===== src/rtl/long_prim_pipe.sv =====
// long_prim_pipe
//   Pipelined XOR/NOT (or XOR/NOR) primitive chain. IO_PAIRS independent
//   (even, odd) bit lanes pass through DEPTH primitive levels, with a register
//   slice after every REG_EVERY levels (NSTG = DEPTH/REG_EVERY slices).
//   Each word carries its own mode bit. Valid/ready handshake on both sides.
//   Bubbles collapse.
// Ports
//   clk        rising-edge clock
//   rst_n      asynchronous active-low reset
//   in_data    input word, lane j = {in_data[2j+1] odd, in_data[2j] even}
//   in_mode    0: e'=~e, o'=e^o   1: e'=~(e|o), o'=e^o
//   in_valid   upstream word present
//   in_ready   pipe accepts this cycle
//   out_data   word after DEPTH levels (last slice register)
//   out_valid  out_data valid (last slice register)
//   out_ready  downstream accepts
//   out_count  delivered-word count, wraps
module long_prim_pipe #(
    parameter int unsigned IO_PAIRS  = 2,
    parameter int unsigned DEPTH     = 32,
    parameter int unsigned REG_EVERY = 8,
    parameter int unsigned CNT_W     = 16
) (
    input  logic                  clk,
    input  logic                  rst_n,
    input  logic [2*IO_PAIRS-1:0] in_data,
    input  logic                  in_mode,
    input  logic                  in_valid,
    output logic                  in_ready,
    output logic [2*IO_PAIRS-1:0] out_data,
    output logic                  out_valid,
    input  logic                  out_ready,
    output logic [CNT_W-1:0]      out_count
);

    localparam int unsigned W    = 2 * IO_PAIRS;
    localparam int unsigned NSTG = DEPTH / REG_EVERY;

    logic [W-1:0]    r_data [NSTG];
    logic [NSTG-1:0] r_mode;
    logic [NSTG-1:0] r_valid;
    logic [CNT_W-1:0] r_count;

    logic [NSTG:0]   w_adv;
    logic [W-1:0]    w_src_data [NSTG];
    logic [NSTG-1:0] w_src_mode;
    logic [NSTG-1:0] w_src_valid;
    logic [W-1:0]    w_next [NSTG];

    // REG_EVERY primitive levels applied to every lane of a word.
    function automatic logic [W-1:0] f_levels(input logic [W-1:0] d, input logic m);
        logic [W-1:0] x;
        logic         e;
        logic         o;
        x = d;
        for (int unsigned l = 0; l < REG_EVERY; l++) begin
            for (int unsigned j = 0; j < IO_PAIRS; j++) begin
                e          = x[2*j];
                o          = x[2*j+1];
                x[2*j]     = m ? ~(e | o) : ~e;
                x[2*j+1]   = e ^ o;
            end
        end
        return x;
    endfunction

    // Advance chain runs from the output back to the input: a slice may load
    // if it is empty or if the slice after it is loading too.
    always_comb begin
        w_adv       = '0;
        w_adv[NSTG] = out_ready;
        for (int unsigned k = NSTG; k > 0; k--) begin
            w_adv[k-1] = ~r_valid[k-1] | w_adv[k];
        end
    end

    always_comb begin
        w_src_valid = '0;
        w_src_mode  = '0;
        for (int unsigned k = 0; k < NSTG; k++) begin
            w_src_data[k] = '0;
            w_next[k]     = '0;
        end
        w_src_valid[0] = in_valid;
        w_src_mode[0]  = in_mode;
        w_src_data[0]  = in_data;
        for (int unsigned k = 1; k < NSTG; k++) begin
            w_src_valid[k] = r_valid[k-1];
            w_src_mode[k]  = r_mode[k-1];
            w_src_data[k]  = r_data[k-1];
        end
        for (int unsigned k = 0; k < NSTG; k++) begin
            w_next[k] = f_levels(w_src_data[k], w_src_mode[k]);
        end
    end

    // Data/mode only load alongside a valid word, so bubbles never carry
    // stray input data into a slice.
    always_ff @(posedge clk or negedge rst_n) begin
        if (!rst_n) begin
            r_valid <= '0;
            r_mode  <= '0;
            for (int unsigned k = 0; k < NSTG; k++) begin
                r_data[k] <= '0;
            end
        end else begin
            for (int unsigned k = 0; k < NSTG; k++) begin
                if (w_adv[k]) begin
                    r_valid[k] <= w_src_valid[k];
                    if (w_src_valid[k]) begin
                        r_data[k] <= w_next[k];
                        r_mode[k] <= w_src_mode[k];
                    end
                end
            end
        end
    end

    always_ff @(posedge clk or negedge rst_n) begin
        if (!rst_n) begin
            r_count <= '0;
        end else if (r_valid[NSTG-1] && out_ready) begin
            r_count <= r_count + CNT_W'(1);
        end
    end

    assign in_ready  = w_adv[0];
    assign out_valid = r_valid[NSTG-1];
    assign out_data  = r_data[NSTG-1];
    assign out_count = r_count;

endmodule


===== config.mk =====
export PLATFORM = sky130hd
export DESIGN_NAME = long_prim_pipe
export DESIGN_NICKNAME = d
export VERILOG_FILES = /design/src/rtl/long_prim_pipe.sv
export SDC_FILE = /design/constraint.sdc
export NUM_CORES = 1
export LEC_CHECK = 0
export ABC_CLOCK_PERIOD_IN_PS = 1400
export CORE_MARGIN = 1.5
export CORE_UTILIZATION = 36
export CTS_CLUSTER_DIAMETER = 40
export DETAILED_ROUTE_END_ITERATION = 12
export PLACE_DENSITY_LB_ADDON = 0.12
export SLEW_MARGIN = 20
export SYNTH_ARGS = -nofsm -noshare
export SYNTH_HDL_FRONTEND = slang
export SYNTH_SLANG_ARGS = --single-unit

===== constraint.sdc =====
create_clock -name clk -period 1.4 [get_ports clk]
set_input_delay 0.14 -clock clk [delete_from_list [all_inputs] [get_ports clk]]
set_output_delay 0.14 -clock clk [all_outputs]
set_load 0.1 [all_outputs]

======== Word level (Yosys, flattened, before mapping) ========
Cells that the tools add are included.
storage, ports and cells
  register bits after elaboration ......... 39
  input bits .............................. 9
  output and inout bits ................... 22
operators by class
  add/sub/neg operators ................... 1
  muxes and demuxes ....................... 64
  bitwise logic cells ..................... 264
  reductions and logical operators ........ 5
operator list
  cell                                            count
  inverter 1 bit                                  132
  bitwise OR 1 bit                                68
  2-to-1 mux 1 bit                                64
  bitwise XOR 1 bit                               64
  adder 16 x 1 -> 16 bit (second input constant)  1
  AND reduction 2 bit                             4
  logical AND 1 bit                               1

======== Depth between registers and ports, before layout ========
Gate-level depths: netlist of the first run.
  depth in word-level cells ............... 24
  depth in mapped cells ................... 8
  mapped depth without buffers ............ 8

======== Worst setup path before layout of the first run ========
Ideal clock, no wire load.
  path type ............................... flip-flop to flip-flop
  from .................................... reg r_valid[3]
  to ...................................... reg r_valid[0]
  data arrival time ....................... 2,170 ps
  required time ........................... 1,318 ps
  setup slack ............................. -852 ps
  stages on the path, launching flop included .. 4
  period minus slack after synthesis ...... 2,252 ps
  cells stage by stage .................... dfrtp_1 -> nand4b_2 -> or2_1 -> nand2b_1
on the way
  longest elaborated chain between the ends .. 5
ends and longest elaborated chain
  item                               RTL line  RTL
  from (decl)                        41        logic [NSTG-1:0] r_valid;
  from (signal, indexed assignment)  109       r_valid[k] <= w_src_valid[k];
  inverter 1 bit                     73        w_adv[k-1] = ~r_valid[k-1] | w_adv[k];
  bitwise OR 1 bit (4 in series)     73
  named net in_ready                 29        output logic in_ready,
The timed path passes the listed nets, and every way through them passes these cells.
A chain may end at the register's enable or synchronous reset.

======== Worst setup path after layout of the first run ========
  from .................................... reg r_data[4] (netlist name)
  to ...................................... reg r_data (netlist bit out_data[1])
on the way
  longest elaborated chain between the ends .. 22
  elaborated cells on any way between the ends .. 36
ends and longest elaborated chain
  item                               RTL line  RTL
  from (decl)                        39        logic [W-1:0] r_data [NSTG];
  from (signal, indexed assignment)  111       r_data[k] <= w_next[k];
  bitwise OR 1 bit                   60        x[2*j] = m ? ~(e | o) : ~e;
  inverter 1 bit                     60
  2-to-1 mux 1 bit                   60
  bitwise OR 1 bit                   60
  inverter 1 bit                     60
  2-to-1 mux 1 bit                   60
  bitwise OR 1 bit                   60
  inverter 1 bit                     60
  [6 not listed]                     -
  2-to-1 mux 1 bit                   60
  bitwise OR 1 bit                   60
  inverter 1 bit                     60
  2-to-1 mux 1 bit                   60
  bitwise OR 1 bit                   60
  inverter 1 bit                     60
  2-to-1 mux 1 bit                   60
  bitwise XOR 1 bit (*)              61        x[2*j+1] = e ^ o;
Mark *: on every way between the ends. The rest lies on a longest branch, timed or not.

==> results_tabular.tex, run 1 <==
\begin{tabular}{lr}
\hline
Metric & Value \\
\hline
\multicolumn{2}{l}{\textbf{GRT}} \\
\quad Vias in the first global route & 1,651 \\
\quad First-pass GRT wire length & 7120 um \\
\quad Total routing resource utilization after global routing & 0.1376 \\
\quad Initial antenna violation count & 0 \\
\quad Congestion Overflow GR & 0 \\
\quad Largest net degree at the start of global routing & 21 \\
\multicolumn{2}{l}{\textbf{Drt}} \\
\quad Starting DRT DRC Count & 38 \\
\quad Post-detailed-route via-to-cell ratio & 4.558 \\
\quad Total routed wirelength & 4153 um \\
\quad WL/cell & between 10 and 15 um \\
\quad Number of iterations in the first detailed-routing pass & 4 \\
\quad Vias & 1,659 \\
\quad DRC Markers & 0 \\
\quad Remaining antenna violation count after routing & 0 \\
\multicolumn{2}{l}{\textbf{Setup path}} \\
\quad Arrival @ worst endpoint & 1.71 ns \\
\quad Critical setup path kind & flip-flop to flip-flop \\
\quad Startpoint kind of the worst setup timing path & flip-flop \\
\quad CP Max Fanout & 5 \\
\quad Required time worst endpoint & 1.56 ns \\
\quad Endpoint type of the worst setup path & flip-flop \\
\multicolumn{2}{l}{\textbf{CTS}} \\
\quad Worst-skew pair later-pin latency & slightly below 0.3 ns \\
\quad Maximum buffer depth of the clock tree & 2 \\
\quad Clk root buf & sky130\_fd\_sc\_hd\_\_clkbuf\_8 \\
\quad Total CTS buffers & 5 \\
\quad H-tree depth reported by CTS & 2 \\
\quad CTS tree & done \\
\quad Clock-pin slew of the registers on the worst-case setup and hold paths & 0.08 ns \\
\quad CTS sink cnt & 39 \\
\multicolumn{2}{l}{\textbf{Die}} \\
\quad Die W & 82.05 um \\
\quad Die height & 82.05 um \\
\quad Number of top-level pins & 31 \\
\quad Area of the die & 6732 um\^{}2 \\
\quad Initial Utilization & 0.3755 \\
\quad Number of cell rows & 28 \\
\quad Standard cell core area & roughly 6000 um\^{}2 \\
\multicolumn{2}{l}{\textbf{Place}} \\
\quad Dpl cells & between 300 and 400 \\
\quad Estimated wirelength of the detail-placed design & between 3000 and 4000 um \\
\quad Worst-case setup slack after placement & -0.5095 ns \\
\quad Routability congestion estimate from global placement & $\sim$0.71 \\
\quad Port buffer count & 30 \\
\multicolumn{2}{l}{\textbf{Layout}} \\
\quad Area occupied by multi-input gates & 1493 um\^{}2 \\
\quad N\_diodes & 0 \\
\quad Final net count & 322 \\
\quad Fillcell total & 492 \\
\quad Layout Cells excl Fill & between 300 and 400 \\
\quad Sequential standard cell area & between 1000 and 1500 um\^{}2 \\
\quad Share of post-route cells with drive strength above 1 & 0.5709 \\
\quad Area delta synth->final & 63.13\% \\
\multicolumn{2}{l}{\textbf{Power and ir drop}} \\
\quad Net Switching & between 2 and 3 mW \\
\quad Portion of total power attributed to combinational logic & 0.585 \\
\quad Internal cell power & a little under 4 mW \\
\quad Power share of the sequential group & 0.269 \\
\quad Leak pwr & 1.628 nW \\
\quad Power per unit of standard cell area & between 1500 and 2000 nW/um\^{}2 \\
\quad Worst IR drop on VDD & 1.417 mV \\
\quad Tot Pwr & 6.708 mW \\
\quad Fraction of power spent switching nets & 0.4245 \\
\quad Clock network power share & 0.146 \\
\multicolumn{2}{l}{\textbf{Timing}} \\
\quad Min Tclk post-route & 1.545 ns \\
\quad Peak Freq & 647.2 MHz \\
\quad Unrepaired setup endpoints after global routing & true \\
\quad Normalized max-slew margin & 0.7045 \\
\quad Setup Total Neg Slack & -0.2841 ns \\
\quad Post-route worst setup slack & -0.1452 ns \\
\quad Worst Max-Slew Pin Slew & about 0.44 ns \\
\quad Pins over their slew limit & 0 \\
\quad Final worst path period share & 1.104 \\
\quad Final number of hold-violating endpoints & 0 \\
\quad Final setup viols & 4 \\
\quad Max Clock Skew & between 0.006 and 0.007 ns \\
\multicolumn{2}{l}{\textbf{Synth}} \\
\quad Flip-flop and latch count after synthesis & 39 \\
\quad Number of nets produced by synthesis & 252 \\
\quad Sequential fraction of the synthesis area & 0.4338 \\
\quad Number of enable flip-flop cells after synthesis & 0 \\
\quad Number of warnings reported in the yosys synthesis log & 0 \\
\quad Most area-consuming cells after synthesis & sky130\_fd\_sc\_hd\_\_dfrtp\_1 (43\%), sky130\_fd\_sc\_hd\_\_ha\_1 (14\%), sky130\_fd\_sc\_hd\_\_xnor2\_1 (6.6\%) \\
\quad Unique cell type count in the Yosys netlist & 32 \\
\quad Async S/R FF share, synth & 1.000 \\
\quad Fraction of synthesized cell area taken by the top area cell type & 0.4338 \\
\quad Biggest area consumer among synthesized cells & sky130\_fd\_sc\_hd\_\_dfrtp\_1 \\
\quad Syn Area/Cell & 10.32 um\^{}2 \\
\quad Cell count after synthesis & between 200 and 250 \\
\quad Most frequent cells after synthesis & sky130\_fd\_sc\_hd\_\_dfrtp\_1 (39), sky130\_fd\_sc\_hd\_\_ha\_1 (25), sky130\_fd\_sc\_hd\_\_nand2\_1 (24) \\
\quad Ys flop type & sky130\_fd\_sc\_hd\_\_dfrtp\_1 \\
\quad Synthesized cell area & $\sim$2200 um\^{}2 \\
\quad Cell with the most instances after synthesis & sky130\_fd\_sc\_hd\_\_dfrtp\_1 \\
\multicolumn{2}{l}{\textbf{Hold path}} \\
\quad Type of the tightest min-delay check & input port to flip-flop \\
\multicolumn{2}{l}{\textbf{Flow run}} \\
\quad \# Max-Cap Violations & 0 \\
\multicolumn{2}{l}{\textbf{Status}} \\
\quad Violations in the final reports & negative setup slack \\
\quad Status & finished with violations \\
\hline
\end{tabular}
## stage by stage
step	area, um^2	hold WS, ns	utilization
after global placement	3167	0.1160	0.5286
after global routing	3670	0.2606	0.6126
after detailed placement	3167	0.1137	0.5286
after floorplan	2389	-0.1556	-
final	3670	0.2511	0.6126
after CTS	3364	0.3339	0.5616
## cells in the final DEF (no fill, tap or decap), types with 2 or more instances in the layout
master                            Yosys  routed
sky130_fd_sc_hd__nor2_4               0       2
sky130_fd_sc_hd__nand4_1              3       3
sky130_fd_sc_hd__buf_12               0      22
sky130_fd_sc_hd__ha_4                 0      11
sky130_fd_sc_hd__xor2_1               9       9
sky130_fd_sc_hd__xnor2_2              0       4
sky130_fd_sc_hd__ha_2                 0       7
sky130_fd_sc_hd__inv_1               23      12
sky130_fd_sc_hd__dlymetal6s2s_1       0       2
sky130_fd_sc_hd__o21ai_1              3       7
sky130_fd_sc_hd__a21oi_4              0       2
sky130_fd_sc_hd__nor2_1              11       3
sky130_fd_sc_hd__dlygate4sd2_1        0       2
sky130_fd_sc_hd__dfrtp_2              0       6
sky130_fd_sc_hd__nor2_2               0       6
sky130_fd_sc_hd__buf_6                0       5
sky130_fd_sc_hd__nor3_4               2       2
sky130_fd_sc_hd__nand2b_4             0       5
sky130_fd_sc_hd__mux2i_1              2       2
sky130_fd_sc_hd__a21oi_1             12       2
sky130_fd_sc_hd__inv_2                0      11
sky130_fd_sc_hd__o31ai_1              7       6
sky130_fd_sc_hd__nand3_1              4       3
sky130_fd_sc_hd__clkdlybuf4s50_1      0       2
sky130_fd_sc_hd__dfrtp_1             39      20
sky130_fd_sc_hd__ha_1                25       7
sky130_fd_sc_hd__buf_4                4      35
sky130_fd_sc_hd__nand2_1             24      20
sky130_fd_sc_hd__nand2b_1             9       4
sky130_fd_sc_hd__nand4_4              1       2
sky130_fd_sc_hd__nand2_2              1       4
sky130_fd_sc_hd__dfrtp_4              0      13
sky130_fd_sc_hd__clkbuf_8             0       6
sky130_fd_sc_hd__xnor2_1             17      13
sky130_fd_sc_hd__mux2_2               3       3
sky130_fd_sc_hd__a21oi_2              0       8
## registers in the layout, summed over array words and instances, names as in the netlist
register / flops
out_count: 16
out_data: 4
r_data: 12
r_mode: 3
r_valid: 4
## routing by layer
layer | wire length [um] | up-vias | GRT usage
met5 | 0 | - | 0
met4 | 56 | 0 | 0.05085
met3 | 116 | 7 | 0.03111
met2 | 2098 | 25 | 0.2369
met1 | 1881 | 774 | 0.1668
li1 | - | 853 | -
## cells by family after synthesis
family | after synthesis | share of synthesized area
AOI/OAI and AO/OA | 28 | 0.07508
xor gates and xnor gates | 26 | 0.1012
adders and majority gates | 25 | 0.1390
buffers and inverters | 31 | 0.06006
DFF | 39 | 0.4338
muxes | 7 | 0.03559
and+or+nand+nor | 62 | 0.1552
## final cells by class
cell class | instances | area share
timing repair buffer | 71 | 0.2308
clock inverter | 2 | 0.009547
sequential | 39 | 0.2813
multi-input combinational | 148 | 0.4068
tap | 75 | 0.02557
clock buffer | 6 | 0.02250
inverter | 23 | 0.02353
## power by group through the flow
stage	clock (mW)	combinational [mW]	sequential [mW]
6_report	0.978	3.92	1.81
5_1_grt	1.05	4.26	1.86
4_1_cts	0.995	3.36	1.78
3_5_place_dp	0	3.25	1.81
3_3_place_gp	0	3.16	1.81
2_1_floorplan	0	1.63	2.35
## repair_timing
| action | in CTS | in global routing |
|---|---|---|
| endpoints found under the setup margin | 6 | 19 |
| gates cloned | 0 | 0 |
| gates resized for setup | 13 | 61 |
| hold buffers | 1 | 0 |
| endpoints found under the hold margin | 18 | 0 |
| pin swaps | 9 | 22 |
| setup buffers | 6 | 5 |
## final timing paths
check	start	end	slack, ns	cells after the start
setup / recovery	r_data[4]$_DFFE_PN0P_	out_data[1]$_DFFE_PN0P_	-0.15	7
hold reg to reg	r_data[11]$_DFFE_PN0P_	r_data[11]$_DFFE_PN0P_	0.49	2
max in group asynchronous	rst_n	out_count[10]$_DFFE_PN0P_	0.52	3
min in group asynchronous	rst_n	out_count[5]$_DFFE_PN0P_	0.32	2
setup reg to reg	r_data[4]$_DFFE_PN0P_	out_data[1]$_DFFE_PN0P_	-0.15	7
hold / removal	in_data[2]	r_data[14]$_DFFE_PN0P_	0.25	4
## critical path, stage by stage (launching register included)
cell and delay, ns:
sky130_fd_sc_hd__dfrtp_2 0.42, sky130_fd_sc_hd__inv_2 0.07, sky130_fd_sc_hd__ha_4 0.15, sky130_fd_sc_hd__a21oi_2 0.12
sky130_fd_sc_hd__xor2_1 0.16, sky130_fd_sc_hd__ha_2 0.30, sky130_fd_sc_hd__xor2_1 0.14, sky130_fd_sc_hd__o21ai_1 0.08
(Power assumes the default switching activity.)
==> run 2: changes to the inputs <==
--- a/config.mk
+++ b/config.mk
@@ -11,6 +11,7 @@
 export CTS_CLUSTER_DIAMETER = 40
 export DETAILED_ROUTE_END_ITERATION = 12
 export PLACE_DENSITY_LB_ADDON = 0.12
+export SETUP_SLACK_MARGIN = 0.15
 export SLEW_MARGIN = 20
 export SYNTH_ARGS = -nofsm -noshare
 export SYNTH_HDL_FRONTEND = slang
==> run 2 against run 1 <==
The run still ends with negative setup slack left; hold slack got worse by 0.018 ns; clock-buffer cell count decreased by 1; sequential share of layout area decreased by 1.6 points; utilization increased by 3.6 points; final area increased by 5.8%; die area unchanged; clock skew increased by 0.0016 ns; routed wire length increased by 6.6%; critical path depth unchanged; maximum frequency increased by 0.76%; clock power decreased by 24%; critical endpoint unchanged; largest power group unchanged.
==> results_tabular.tex, run 2 (same netlist as run 1, synthesis figures left out) <==
\begin{tabular}{lr}
\hline
Metric & Value \\
\hline
\multicolumn{2}{l}{\textbf{Status}} \\
\quad Status & finished with violations (unchanged) \\
\quad Violations in the final reports & negative setup slack (unchanged) \\
\multicolumn{2}{l}{\textbf{Place}} \\
\quad Port buffer count & 30 (unchanged) \\
\quad Routability congestion estimate from global placement & 0.7196 (was 0.7070) \\
\quad Estimated wirelength of the detail-placed design & 2913 um (was 3047 um) \\
\quad Worst-case setup slack after placement & -0.5143 ns (was -0.5095 ns) \\
\quad Placed inst area & 3201 um\^{}2 (was 3167 um\^{}2) \\
\multicolumn{2}{l}{\textbf{Die}} \\
\quad Area of the die & 6732 um\^{}2 (unchanged) \\
\quad Number of cell rows & 28 (unchanged) \\
\quad Standard cell core area & 5991 um\^{}2 (unchanged) \\
\quad Die height & 82.05 um (unchanged) \\
\quad Initial Utilization & 0.3755 (unchanged) \\
\quad Number of top-level pins & 31 (unchanged) \\
\quad Die W & 82.05 um (unchanged) \\
\multicolumn{2}{l}{\textbf{Setup path}} \\
\quad Reg2Reg Depth & 7 (unchanged) \\
\quad Arrival @ worst endpoint & 1.75 ns (was 1.71 ns) \\
\quad CP Max Fanout & 4 (was 5) \\
\quad Cells along the critical path & inv\_2 > ha\_4 > a21oi\_2 > xor2\_1 > ha\_2 > xor2\_1 > o21ai\_1 (unchanged) \\
\quad Crit-path most repeated cell & sky130\_fd\_sc\_hd\_\_xor2\_1 (unchanged) \\
\quad Cell at the slowest stage of the critical path & sky130\_fd\_sc\_hd\_\_dfrtp\_1 (was sky130\_fd\_sc\_hd\_\_dfrtp\_2) \\
\quad Critical path depth & 7 (unchanged) \\
\quad Max stage delay on crit path & 0.41 ns (was 0.42 ns) \\
\quad Critical setup path kind & flip-flop to flip-flop (unchanged) \\
\quad Endpoint type of the worst setup path & flip-flop (unchanged) \\
\quad Top delay family on crit path & adder cells (unchanged) \\
\quad Count of buffering cells on the critical path with inverters included & 1 (unchanged) \\
\quad Startpoint kind of the worst setup timing path & flip-flop (unchanged) \\
\quad Required time worst endpoint & 1.62 ns (was 1.56 ns) \\
\multicolumn{2}{l}{\textbf{Timing}} \\
\quad Min Tclk post-route & 1.533 ns (was 1.545 ns) \\
\quad Final worst path period share & 1.095 (was 1.104) \\
\quad Max Clock Skew & 0.008407 ns (was 0.006817 ns) \\
\quad Pins over their slew limit & 0 (unchanged) \\
\quad Post-route worst setup slack & -0.1335 ns (was -0.1452 ns) \\
\quad Worst Max-Slew Pin Slew & 0.2475 ns (was 0.4432 ns) \\
\quad Unrepaired setup endpoints after global routing & true (unchanged) \\
\quad Final setup viols & 4 (unchanged) \\
\quad Final worst hold slack & 0.2329 ns (was 0.2511 ns) \\
\quad Peak Freq & 652.1 MHz (was 647.2 MHz) \\
\quad Normalized max-slew margin & 0.8344 (was 0.7045) \\
\quad Final number of hold-violating endpoints & 0 (unchanged) \\
\multicolumn{2}{l}{\textbf{Layout}} \\
\quad Flip-flop count of the largest register, all copies and words added & 16 (unchanged) \\
\quad Fillcell total & 461 (was 492) \\
\quad Share of post-route cells with drive strength above 1 & 0.6532 (was 0.5709) \\
\quad N\_diodes & 0 (unchanged) \\
\quad Area delta synth->final & 72.58\% (was 63.13\%) \\
\quad Most common library cell in the layout ignoring fill and taps & sky130\_fd\_sc\_hd\_\_buf\_4 (unchanged) \\
\quad Area of all placed cells without fillers & 3882 um\^{}2 (was 3670 um\^{}2) \\
\quad Post-Route Utilization & 0.6481 (was 0.6126) \\
\quad Final net count & 330 (was 322) \\
\quad Commonest cells after routing, fill and taps aside & sky130\_fd\_sc\_hd\_\_buf\_4 (35), sky130\_fd\_sc\_hd\_\_buf\_12 (23), sky130\_fd\_sc\_hd\_\_dfrtp\_1 (21), sky130\_fd\_sc\_hd\_\_nand2\_1 (17), sky130\_fd\_sc\_hd\_\_ha\_4 (16) (was sky130\_fd\_sc\_hd\_\_buf\_4 (35), sky130\_fd\_sc\_hd\_\_buf\_12 (22), sky130\_fd\_sc\_hd\_\_nand2\_1 (20), sky130\_fd\_sc\_hd\_\_dfrtp\_1 (20)) \\
\multicolumn{2}{l}{\textbf{Drt}} \\
\quad DRC Markers & 0 (unchanged) \\
\quad Metal1 wirelength & 1880 um (was 1881 um) \\
\quad Wire length on met2 & 2378 um (was 2098 um) \\
\quad Sum of met3 wire segment lengths after detailed routing & 102 um (was 116 um) \\
\quad Vias & 1,708 (was 1,659) \\
\quad Remaining antenna violation count after routing & 0 (unchanged) \\
\quad Number of iterations in the first detailed-routing pass & 3 (was 4) \\
\quad Starting DRT DRC Count & 54 (was 38) \\
\quad Post-detailed-route via-to-cell ratio & 4.591 (was 4.558) \\
\quad WL/cell & 11.91 um (was 11.41 um) \\
\quad Total routed wirelength & 4429 um (was 4153 um) \\
\quad Highest metal layer used by the detailed router & met4 (unchanged) \\
\multicolumn{2}{l}{\textbf{GRT}} \\
\quad Total routing resource utilization after global routing & 0.1525 (was 0.1376) \\
\quad Vias in the first global route & 1,717 (was 1,651) \\
\quad First-pass GRT wire length & 7665 um (was 7120 um) \\
\quad Congestion Overflow GR & 0 (unchanged) \\
\quad Largest net degree at the start of global routing & 40 (was 21) \\
\quad Initial antenna violation count & 0 (unchanged) \\
\multicolumn{2}{l}{\textbf{Power and ir drop}} \\
\quad Power per unit of standard cell area & 1762 nW/um\^{}2 (was 1828 nW/um\^{}2) \\
\quad Tot Pwr & 6.840 mW (was 6.708 mW) \\
\quad Worst IR drop on VDD & 1.483 mV (was 1.417 mV) \\
\quad Leak pwr & 1.715 nW (was 1.628 nW) \\
\multicolumn{2}{l}{\textbf{CTS}} \\
\quad Clock-pin slew of the registers on the worst-case setup and hold paths & 0.08 ns (about the same) \\
\quad Clk root buf & sky130\_fd\_sc\_hd\_\_clkbuf\_8 (unchanged) \\
\quad CTS tree & done (unchanged) \\
\quad CTS sink cnt & 39 (unchanged) \\
\quad Total CTS buffers & 5 (unchanged) \\
\quad H-tree depth reported by CTS & 2 (unchanged) \\
\quad Maximum buffer depth of the clock tree & 2 (unchanged) \\
\quad Worst-skew pair later-pin latency & 0.29 ns (about the same) \\
\multicolumn{2}{l}{\textbf{Flow run}} \\
\quad \# Max-Cap Violations & 0 (unchanged) \\
\multicolumn{2}{l}{\textbf{Hold path}} \\
\quad Hold Crit Depth & 3 (was 4) \\
\quad Type of the tightest min-delay check & input port to flip-flop (unchanged) \\
\hline
\end{tabular}
-- run 2: changes by cell type in the layout (fill, tap and decap cells not counted), moves of 3 or more --
cell,previous run,this run
sky130_fd_sc_hd__inv_1,12,6
sky130_fd_sc_hd__inv_2,11,15
sky130_fd_sc_hd__mux2_2,3,0
sky130_fd_sc_hd__buf_6,5,12
sky130_fd_sc_hd__mux2_4,1,5
sky130_fd_sc_hd__a21oi_2,8,11
sky130_fd_sc_hd__o31ai_4,0,3
sky130_fd_sc_hd__o31ai_1,6,2
sky130_fd_sc_hd__nand2_1,20,17
sky130_fd_sc_hd__ha_2,7,2
sky130_fd_sc_hd__ha_4,11,16
-- run 2: final timing paths --
path	startpoint	endpoint	slack [ns]
setup / recovery	r_data[4]$_DFFE_PN0P_	out_data[1]$_DFFE_PN0P_	-0.13
setup reg to reg	r_data[4]$_DFFE_PN0P_	out_data[1]$_DFFE_PN0P_	-0.13
hold / removal	in_mode	r_data[12]$_DFFE_PN0P_	0.23
max in group asynchronous	rst_n	r_mode[0]$_DFFE_PN0P_	0.83
hold reg to reg	r_data[7]$_DFFE_PN0P_	r_data[7]$_DFFE_PN0P_	0.51
min in group asynchronous	rst_n	out_count[5]$_DFFE_PN0P_	0.36
-- run 2: worst reg2reg max path, cell delays in order, from the launching register on --
cell	delay, ns
sky130_fd_sc_hd__dfrtp_1	0.41
sky130_fd_sc_hd__inv_2	0.07
sky130_fd_sc_hd__ha_4	0.15
sky130_fd_sc_hd__a21oi_2	0.12
sky130_fd_sc_hd__xor2_1	0.16
sky130_fd_sc_hd__ha_2	0.29
sky130_fd_sc_hd__xor2_1	0.14
sky130_fd_sc_hd__o21ai_1	0.12
-- run 2: metrics by stage --
| step | TNS, ns | std cells |
|---|---|---|
| detailed placement | -3.866 | 341 |
| CTS | -0.3978 | 368 |
| global route | -0.7800 | 372 |
| floorplan | -0.6625 | 218 |
| global placement | -3.513 | 341 |
| finish | -0.2889 | 372 |
-- run 2: what timing repair did --
item,4_1_cts,5_1_grt
endpoints found under the setup margin,22,34
endpoints found under the hold margin,39,0
resized for setup,70,29
buffers inserted,19,4
pin swaps,44,21
hold buffers,1,0
-- run 2: cell type report --
class | count | area, um^2 | share of cell area
Multi-Input combinational cell | 148 | 1650 | 0.4251
Sequential cell | 39 | 1031 | 0.2656
Timing Repair Buffer | 79 | 932.1 | 0.2401
Tap cell | 75 | 93.84 | 0.02417
Inverter | 23 | 91.34 | 0.02353
Clock buffer | 5 | 68.82 | 0.01772
Clock inverter | 3 | 15.01 | 0.003867
-- run 2: routing by layer --
layer | global-route usage | vias to the layer above
li1 | - | 865
met4 | 0.05085 | 0
met2 | 0.2713 | 22
met5 | 0 | -
met1 | 0.1736 | 816
met3 | 0.04444 | 5
-- run 2: power by group --
part / switching, mW / internal [mW]
clock: 0.403 / 0.341
combinational: 2.23 / 2.06
sequential: 0.360 / 1.45
